===== config.mk =====
export PLATFORM = sky130hd
export DESIGN_NAME = output_align_flat
export DESIGN_NICKNAME = d
export VERILOG_FILES = /design/src/rtl/output_align_pkg.sv /design/src/rtl/output_align_if.sv /design/src/rtl/output_align_rd_align_shifter.sv /design/src/rtl/output_align.sv /design/src/flat_wrapper.sv
export SDC_FILE = /design/constraint.sdc
export NUM_CORES = 1
export LEC_CHECK = 0
export ABC_AREA = 1
export BUFFER_PORTS_ARGS = -buffer_cell sky130_fd_sc_hd__buf_2
export CAP_MARGIN = 15
export CORE_ASPECT_RATIO = 0.6
export CORE_MARGIN = 1
export CORE_UTILIZATION = 50
export CTS_CLUSTER_SIZE = 25
export DETAILED_ROUTE_END_ITERATION = 10
export PLACE_DENSITY = 0.78
export SLEW_MARGIN = 30
export SYNTH_ARGS = -nofsm -noshare
export SYNTH_HDL_FRONTEND = slang
export SYNTH_SLANG_ARGS = --single-unit

===== constraint.sdc =====
create_clock -name clk -period 1.7 [get_ports clk]
set_input_delay 0.085 -clock clk [delete_from_list [all_inputs] [get_ports clk]]
set_output_delay 0.085 -clock clk [all_outputs]
set_load 0.005 [all_outputs]

===== src/rtl/output_align_pkg.sv =====
// Shared constants for the load-return aligner: size codes, size masks,
// FSM encoding and line geometry.
package output_align_pkg;

   localparam int LINE_BYTES = 16;
   localparam int OFF_W      = $clog2(LINE_BYTES);
   localparam int LINE_W     = LINE_BYTES * 8;
   localparam int DATA_W     = 64;

   localparam logic [1:0] SZ_1B = 2'b00;
   localparam logic [1:0] SZ_2B = 2'b01;
   localparam logic [1:0] SZ_4B = 2'b10;
   localparam logic [1:0] SZ_8B = 2'b11;

   localparam logic [1:0] ST_IDLE = 2'd0;
   localparam logic [1:0] ST_WAIT = 2'd1;
   localparam logic [1:0] ST_OUT  = 2'd2;

   function automatic logic [DATA_W-1:0] size_mask(input logic [1:0] sz);
      logic [DATA_W-1:0] m;
      case (sz)
         SZ_1B:   m = 64'h0000_0000_0000_00FF;
         SZ_2B:   m = 64'h0000_0000_0000_FFFF;
         SZ_4B:   m = 64'h0000_0000_FFFF_FFFF;
         default: m = '1;
      endcase
      return m;
   endfunction

endpackage


===== src/rtl/output_align_if.sv =====
// Descriptor, cache-response and writeback-result signals of the aligner.
// master drives descriptors/responses; slave is the aligner itself.
interface output_align_if;
   import output_align_pkg::*;

   logic              req_valid;
   logic              req_ready;
   logic [OFF_W-1:0]  req_offset;
   logic [1:0]        req_size;
   logic              req_needP1;
   logic              req_ptc_id;
   logic              resp0_valid;
   logic [LINE_W-1:0] resp0_data;
   logic              resp1_valid;
   logic [LINE_W-1:0] resp1_data;
   logic              out_valid;
   logic              out_ready;
   logic [DATA_W-1:0] out_data;
   logic              out_ptc_id;
   logic              stray_err;

   modport master (
      output req_valid, req_offset, req_size, req_needP1, req_ptc_id,
      output resp0_valid, resp0_data, resp1_valid, resp1_data, out_ready,
      input  req_ready, out_valid, out_data, out_ptc_id, stray_err
   );

   modport slave (
      input  req_valid, req_offset, req_size, req_needP1, req_ptc_id,
      input  resp0_valid, resp0_data, resp1_valid, resp1_data, out_ready,
      output req_ready, out_valid, out_data, out_ptc_id, stray_err
   );

endinterface


===== src/rtl/output_align_rd_align_shifter.sv =====
// Combinational byte shifter: moves byte 'offset' of the merged two-line word
// down to bit 0 through 1/2/4/8-byte stages, then masks to the access size.
module rd_align_shifter
   import output_align_pkg::*;
(
   input  logic [2*LINE_W-1:0] merged,
   input  logic [OFF_W-1:0]    offset,
   input  logic [1:0]          size,
   output logic [DATA_W-1:0]   result
);

   logic [OFF_W:0][2*LINE_W-1:0] stage;

   assign stage[0] = merged;

   for (genvar gi = 0; gi < OFF_W; gi++) begin : g_stage
      assign stage[gi+1] = offset[gi] ? (stage[gi] >> (8 << gi)) : stage[gi];
   end

   assign result = stage[OFF_W][DATA_W-1:0] & size_mask(size);

   // Bytes above the result never reach the output.
   logic unused_hi;
   assign unused_hi = ^stage[OFF_W][2*LINE_W-1:DATA_W];

endmodule


===== src/rtl/output_align.sv =====
// Collects one or two cache-line responses for a single outstanding load,
// merges and aligns them, and hands one result to writeback.
module output_align
   import output_align_pkg::*;
(
   input  logic           clk,
   input  logic           rst_n,
   output_align_if.slave  bus
);

   logic [1:0]        state_reg;
   logic [OFF_W-1:0]  offset_reg;
   logic [1:0]        size_reg;
   logic              needp1_reg;
   logic              ptc_reg;
   logic              got0_reg, got1_reg;
   logic [LINE_W-1:0] line0_reg, line1_reg;
   logic [DATA_W-1:0] out_data_reg;
   logic              out_ptc_reg;
   logic              stray_reg;

   logic              in_wait;
   logic              cap0, cap1, done, stray_next;
   logic [LINE_W-1:0] line0_cur, line1_cur;
   logic [DATA_W-1:0] aligned;

   assign in_wait = (state_reg == ST_WAIT);
   assign cap0    = in_wait && bus.resp0_valid && !got0_reg;
   assign cap1    = in_wait && bus.resp1_valid && !got1_reg && needp1_reg;
   assign done    = in_wait && (got0_reg || cap0) && (got1_reg || cap1 || !needp1_reg);

   // Any response not consumed as a capture is stray, whatever the state.
   assign stray_next = (bus.resp0_valid && !cap0) || (bus.resp1_valid && !cap1);

   // Same-cycle captures bypass the registers so completion costs no extra cycle.
   assign line0_cur = cap0 ? bus.resp0_data : line0_reg;
   assign line1_cur = cap1 ? bus.resp1_data : line1_reg;

   rd_align_shifter u_shifter (
      .merged ({(needp1_reg ? line1_cur : {LINE_W{1'b0}}), line0_cur}),
      .offset (offset_reg),
      .size   (size_reg),
      .result (aligned)
   );

   always_ff @(posedge clk or negedge rst_n) begin
      if (!rst_n) begin
         state_reg    <= ST_IDLE;
         offset_reg   <= '0;
         size_reg     <= '0;
         needp1_reg   <= 1'b0;
         ptc_reg      <= 1'b0;
         got0_reg     <= 1'b0;
         got1_reg     <= 1'b0;
         line0_reg    <= '0;
         line1_reg    <= '0;
         out_data_reg <= '0;
         out_ptc_reg  <= 1'b0;
         stray_reg    <= 1'b0;
      end else begin
         stray_reg <= stray_next;
         case (state_reg)
            ST_IDLE: begin
               if (bus.req_valid) begin
                  offset_reg <= bus.req_offset;
                  size_reg   <= bus.req_size;
                  needp1_reg <= bus.req_needP1;
                  ptc_reg    <= bus.req_ptc_id;
                  got0_reg   <= 1'b0;
                  got1_reg   <= 1'b0;
                  state_reg  <= ST_WAIT;
               end
            end
            ST_WAIT: begin
               if (cap0) begin
                  line0_reg <= bus.resp0_data;
                  got0_reg  <= 1'b1;
               end
               if (cap1) begin
                  line1_reg <= bus.resp1_data;
                  got1_reg  <= 1'b1;
               end
               if (done) begin
                  out_data_reg <= aligned;
                  out_ptc_reg  <= ptc_reg;
                  state_reg    <= ST_OUT;
               end
            end
            ST_OUT: begin
               if (bus.out_ready) state_reg <= ST_IDLE;
            end
            default: state_reg <= ST_IDLE;
         endcase
      end
   end

   assign bus.req_ready  = (state_reg == ST_IDLE);
   assign bus.out_valid  = (state_reg == ST_OUT);
   assign bus.out_data   = out_data_reg;
   assign bus.out_ptc_id = out_ptc_reg;
   assign bus.stray_err  = stray_reg;

endmodule


===== src/flat_wrapper.sv =====
// flat-port wrapper written by rule: the top's interface ports become plain ports
module output_align_flat import output_align_pkg::*;
  (clk, rst_n, bus_req_valid, bus_req_offset, bus_req_size, bus_req_needP1, bus_req_ptc_id, bus_resp0_valid, bus_resp0_data, bus_resp1_valid, bus_resp1_data, bus_out_ready, bus_req_ready, bus_out_valid, bus_out_data, bus_out_ptc_id, bus_stray_err);
  output_align_if bus_i ();
  input  logic clk;
  input  logic rst_n;
  input wire logic [$bits(bus_i.req_valid)-1:0] bus_req_valid;
  input wire logic [$bits(bus_i.req_offset)-1:0] bus_req_offset;
  input wire logic [$bits(bus_i.req_size)-1:0] bus_req_size;
  input wire logic [$bits(bus_i.req_needP1)-1:0] bus_req_needP1;
  input wire logic [$bits(bus_i.req_ptc_id)-1:0] bus_req_ptc_id;
  input wire logic [$bits(bus_i.resp0_valid)-1:0] bus_resp0_valid;
  input wire logic [$bits(bus_i.resp0_data)-1:0] bus_resp0_data;
  input wire logic [$bits(bus_i.resp1_valid)-1:0] bus_resp1_valid;
  input wire logic [$bits(bus_i.resp1_data)-1:0] bus_resp1_data;
  input wire logic [$bits(bus_i.out_ready)-1:0] bus_out_ready;
  output wire logic [$bits(bus_i.req_ready)-1:0] bus_req_ready;
  output wire logic [$bits(bus_i.out_valid)-1:0] bus_out_valid;
  output wire logic [$bits(bus_i.out_data)-1:0] bus_out_data;
  output wire logic [$bits(bus_i.out_ptc_id)-1:0] bus_out_ptc_id;
  output wire logic [$bits(bus_i.stray_err)-1:0] bus_stray_err;
  assign bus_i.req_valid = bus_req_valid;
  assign bus_i.req_offset = bus_req_offset;
  assign bus_i.req_size = bus_req_size;
  assign bus_i.req_needP1 = bus_req_needP1;
  assign bus_i.req_ptc_id = bus_req_ptc_id;
  assign bus_i.resp0_valid = bus_resp0_valid;
  assign bus_i.resp0_data = bus_resp0_data;
  assign bus_i.resp1_valid = bus_resp1_valid;
  assign bus_i.resp1_data = bus_resp1_data;
  assign bus_i.out_ready = bus_out_ready;
  assign bus_req_ready = bus_i.req_ready;
  assign bus_out_valid = bus_i.out_valid;
  assign bus_out_data = bus_i.out_data;
  assign bus_out_ptc_id = bus_i.out_ptc_id;
  assign bus_stray_err = bus_i.stray_err;
  output_align u_core (.clk(clk), .rst_n(rst_n), .bus(bus_i));
endmodule

==> results of run 1 <==
routing by layer:
layer	track usage, %	GRT overflow
met1	83.3	9
met2	90.0	22
met3	62.7	6
met4	58.8	38
met5	45.2	0
repair_timing:
action | in CTS
pin swaps | 56
endpoints found under the hold margin | 398
cloned | 3
setup endpoints to repair | 70
hold buffers | 188
resized for setup | 253
buffers inserted | 26
cells by family after synthesis:
| kind of cell | after synthesis | share of synthesized area (%) |
|---|---|---|
| buffers and inverters | 371 | 8.52 |
| AO/OA/AOI/OAI | 71 | 2.72 |
| AND/OR/NAND/NOR | 1987 | 51.6 |
| flip-flops | 262 | 37.2 |
per-stage QoR:
| stage | hold WS, ns | utilization (%) | TNS, ns | worst slack [ns] |
|---|---|---|---|---|
| 2_1_floorplan | -0.211 | - | 0 | 0.00652 |
| 3_3_place_gp | 0.00268 | 65.9 | -29.43 | -0.695 |
| 3_5_place_dp | 0.00549 | 65.9 | -32.57 | -0.720 |
| 4_1_cts | 0.00122 | 78.4 | -27.50 | -0.514 |
==> results.toml, run 1 <==
[synth]
syn_inst = 2691
synth_cell_type_count = 24
ys_ff_latch = 262
synth_top_area_share_pct = 37.2
synth_edf_count = 0
yosysMostFrequentCell = "nand3_1"
yosysTopAreaCell = "dfrtp_1"
syn_area_per_cell_um2 = 6.55
syn_nets = 2961
ys_warn_count = 0
syn_area_um2 = 17600
ys_top_cells_by_area = "dfrtp_1 (37%), nand3_1 (25%), nand2_1 (19%)"
yosysSeqAreaShare_pct = 37.2
async_flop_share_pct = 100
synthFlopType = "dfrtp_1"
synth_commonest_cells = "nand3_1 (896), nand2_1 (890), dfrtp_1 (262), nand4_1 (151), inv_1 (149)"

[global_routing]
overflow = 75
grt_usage_pct = 76.4
grt_antenna_before_repair = 17
grt_start_max_net_pins = 51

[placement]
gp_congestion = 1.16
place_inst = 3626
postPlaceCellArea_um2 = 22600
port_buffers = 265
dp_hpwl_mm = 73.6

[cts]
clockRootBuffer = "clkbuf_16"
cts_htree_levels = 1
clk_path_buf_depth = 3
cts_buffers = 28
clock_sinks = 262

[floorplanning]
start_util_pct = 51.5
io_pins = 338
rows = 52
die_height_um = 147
die_x_um = 244

[run_status]
outcome = "did not finish"
stop_error = "[ERROR GRT-0232] Routing congestion too high. Check the congestion heatmap in the GUI."
haltStage = "global routing"

[sta]
worstEndpointGrtRepair = "u_core.bus.out_data[6]$_DFFE_PN0P_/D"
worst-ep-kind = "register data pin"
==> run 2: changes to the inputs <==
- CORE_ASPECT_RATIO: 0.6 -> not set
- CORE_UTILIZATION: 50 -> 35
- CTS_CLUSTER_SIZE: 25 -> not set
- PLACE_DENSITY: 0.78 -> not set
- PLACE_DENSITY_LB_ADDON: not set -> 0.15
- clock period: 1.7 -> 2.21 ns (I/O delays scaled with it)
==> results.toml, run 2 <==
[run_status]
outcome = "finished, violations left"
violations = "negative hold slack"

[placement]
gp_congestion = 1.02
dp_hpwl_mm = 63.7
pre_cts_ws_ns = -0.136
port_buffers = 265
place_inst = 3546

[critical_path]
crit_path_cell_trace = "inv_2, nor2_4, buf_12, nand3_4, buf_12, buf_12, buf_4, nand2_2, nand3_2, nand2_2, nand2_1, nand3_1, nand3_1, nand3_1, nand2_1"
cp-start-kind = "flop"
arrival_ns = 2.65
crit_type = "flop to flop"
crit_fanout = 20
slowest_delay_ns = 0.37
crit_required_ns = 2.65
critical-path-slowest-cell = "dfrtp_1"
end_kind = "flop"

[global_routing]
overflow = 0
grt_pass1_wl_mm = 130
grt_start_max_net_pins = 104
grt_usage_pct = 34.7
grt_pass1_vias = 20300
grt_antenna_before_repair = 5

[finish]
layout_common_cells = "nand2_1 (730), nand3_1 (552), nand3_2 (314)"
drive_above_1_share_pct = 32.4
final_nets = 3405
syn_to_final_growth_pct = 50.5
finish.cell_count_without_fillers = 3822
final_common_cell = "nand2_1"
largest_register_ffs = 128
antenna_cells = 0

[synth]
syn_nets = 2961
ys_top_cells_by_area = "dfrtp_1 (37%), nand3_1 (25%), nand2_1 (19%)"
async_flop_share_pct = 100
yosysTopAreaCell = "dfrtp_1"
yosysMostFrequentCell = "nand3_1"
synth_cell_type_count = 24
ys_warn_count = 0
synthFlopType = "dfrtp_1"
syn_area_per_cell_um2 = 6.55
syn_inst = 2691
yosysSeqAreaShare_pct = 37.2
synth_commonest_cells = "nand3_1 (896), nand2_1 (890), dfrtp_1 (262), nand4_1 (151), inv_1 (149)"
synth_edf_count = 0
synth_top_area_share_pct = 37.2
syn_area_um2 = 17600
ys_ff_latch = 262

[cts]
cts_tree = "done"
clockRootBuffer = "clkbuf_16"
clk_path_buf_depth = 3
clock_latency_ns = 0.57
cts_htree_levels = 2
cts_buffers = 34
clock_sinks = 262
clk_pin_slew_ns = 0.06

[floorplanning]
start_util_pct = 35.7
core_um2 = 49400
rows = 81
io_pins = 338
die_height_um = 226
dieArea_um2 = 51300
die_x_um = 226

[routing]
first_pass_iters = 6
via_count = 21700
wire_per_inst_um = 24.2
drc = 0
antenna_left = 0
first_iter_violations = 2331
wl_mm = 92.3
vias_per_cell = 5.69

[sta]
slew_headroom_pct = 52.2
period_share_pct = 99.9
clock.fmax_ghz = 0.453
rsz0062_at_grt = "true"
setup_tns_ns = 0
finalMaxSlewViolations = 0
skew_ns = 0.0279
fin_ws_ns = 0.00159
period_needed_ns = 2.21
worst_slew_pin_slew_ns = 0.716
setup_viol = 0
hold_viol_final = 1
fin_hold_ws_ns = -0.00276

[power]
power.density_nw_per_um2 = 1690
finalPower_mw = 44.8
irDropWorstVdd_mv = 0.763
p_leak_nw = 13.2

[worst_hold_path]
hold_path_class = "input port to flop"

[job]
cap_violations = 0
## run 2: cell counts after synthesis
Identical to the previous run, type by type.
## run 2: logic make-up after synthesis
kind of cell | Yosys count | synth area share (%)
AND/OR/NAND/NOR | 1987 | 51.6
buffers and inverters | 371 | 8.52
flip-flops | 262 | 37.2
AO/OA/AOI/OAI | 71 | 2.72
## run 2: power by group
part / total [mW] / switching [mW] / internal, mW / leakage [nW]
clock: 6.11 / 2.37 / 3.74 / 0.583
sequential: 8.04 / 1.06 / 6.99 / 3.25
combinational: 30.7 / 20.5 / 10.2 / 9.41
total: 44.8 / 23.9 / 20.9 / 13.2
## run 2: worst paths after layout
kind	start	to	slack, ns	cells past startpoint
setup / recovery	u_core.state_reg[0]	u_core.bus.out_data[54]	0.002	15
hold / removal	bus_resp0_data[65]	u_core.line0_reg[65]	-0.003	3
hold reg to reg	u_core.line0_reg[2]	u_core.line0_reg[2]	0.47	2
max in group asynchronous	rst_n	u_core.line0_reg[3]	1.25	3
setup reg to reg	u_core.state_reg[0]	u_core.bus.out_data[54]	0.002	15
min in group asynchronous	rst_n	u_core.line0_reg[19]	0.15	3
## run 2: timing repair
action                     CTS  global route
setup endpoints to repair   49            65
hold endpoints to repair   446             2
hold buffers               186             2
buffers inserted             8             9
cloned                       5            10
pin swaps                   13            82
gates resized for setup    145           430
## run 2: cell type report
type                    count  area (um2)
multi-input cells        2058       12000
inverters                 158         614
clock inverters            12         229
well taps                 664         831
clock buffers              47         960
repair buffers            621        5320
fillers                  4764       22800
flip-flops and latches    262        6570
## run 2: worst max-delay path, delay by kind of cell, from the launching register on
kind	cells	cell delay, ns
simple gates	10	0.99
flops	1	0.37
buf+inv	5	0.69
## run 2: metal layers
| layer | wire length [um] | vias to the layer above | GRT usage [%] |
|---|---|---|---|
| met1 | 39800 | 10600 | 49.6 |
| li1 | - | 9952 | - |
| met3 | 7380 | 196 | 4.48 |
| met5 | 37 | - | 0 |
| met2 | 40600 | 1033 | 52.1 |
| met4 | 4500 | 6 | 15.7 |
## run 2: through the flow
| step | area, um2 | utilization [%] | hold WS [ns] |
|---|---|---|---|
| floorplan | 17600 | - | -0.185 |
| global placement | 20500 | 41.5 | -0.0674 |
| detailed placement | 20500 | 41.5 | -0.0656 |
| CTS | 24400 | 49.5 | 0.00106 |
| global route | 26500 | 53.8 | 0.0194 |
| finish | 26500 | 53.8 | -0.00276 |
Power figures use the tool's default switching activity.
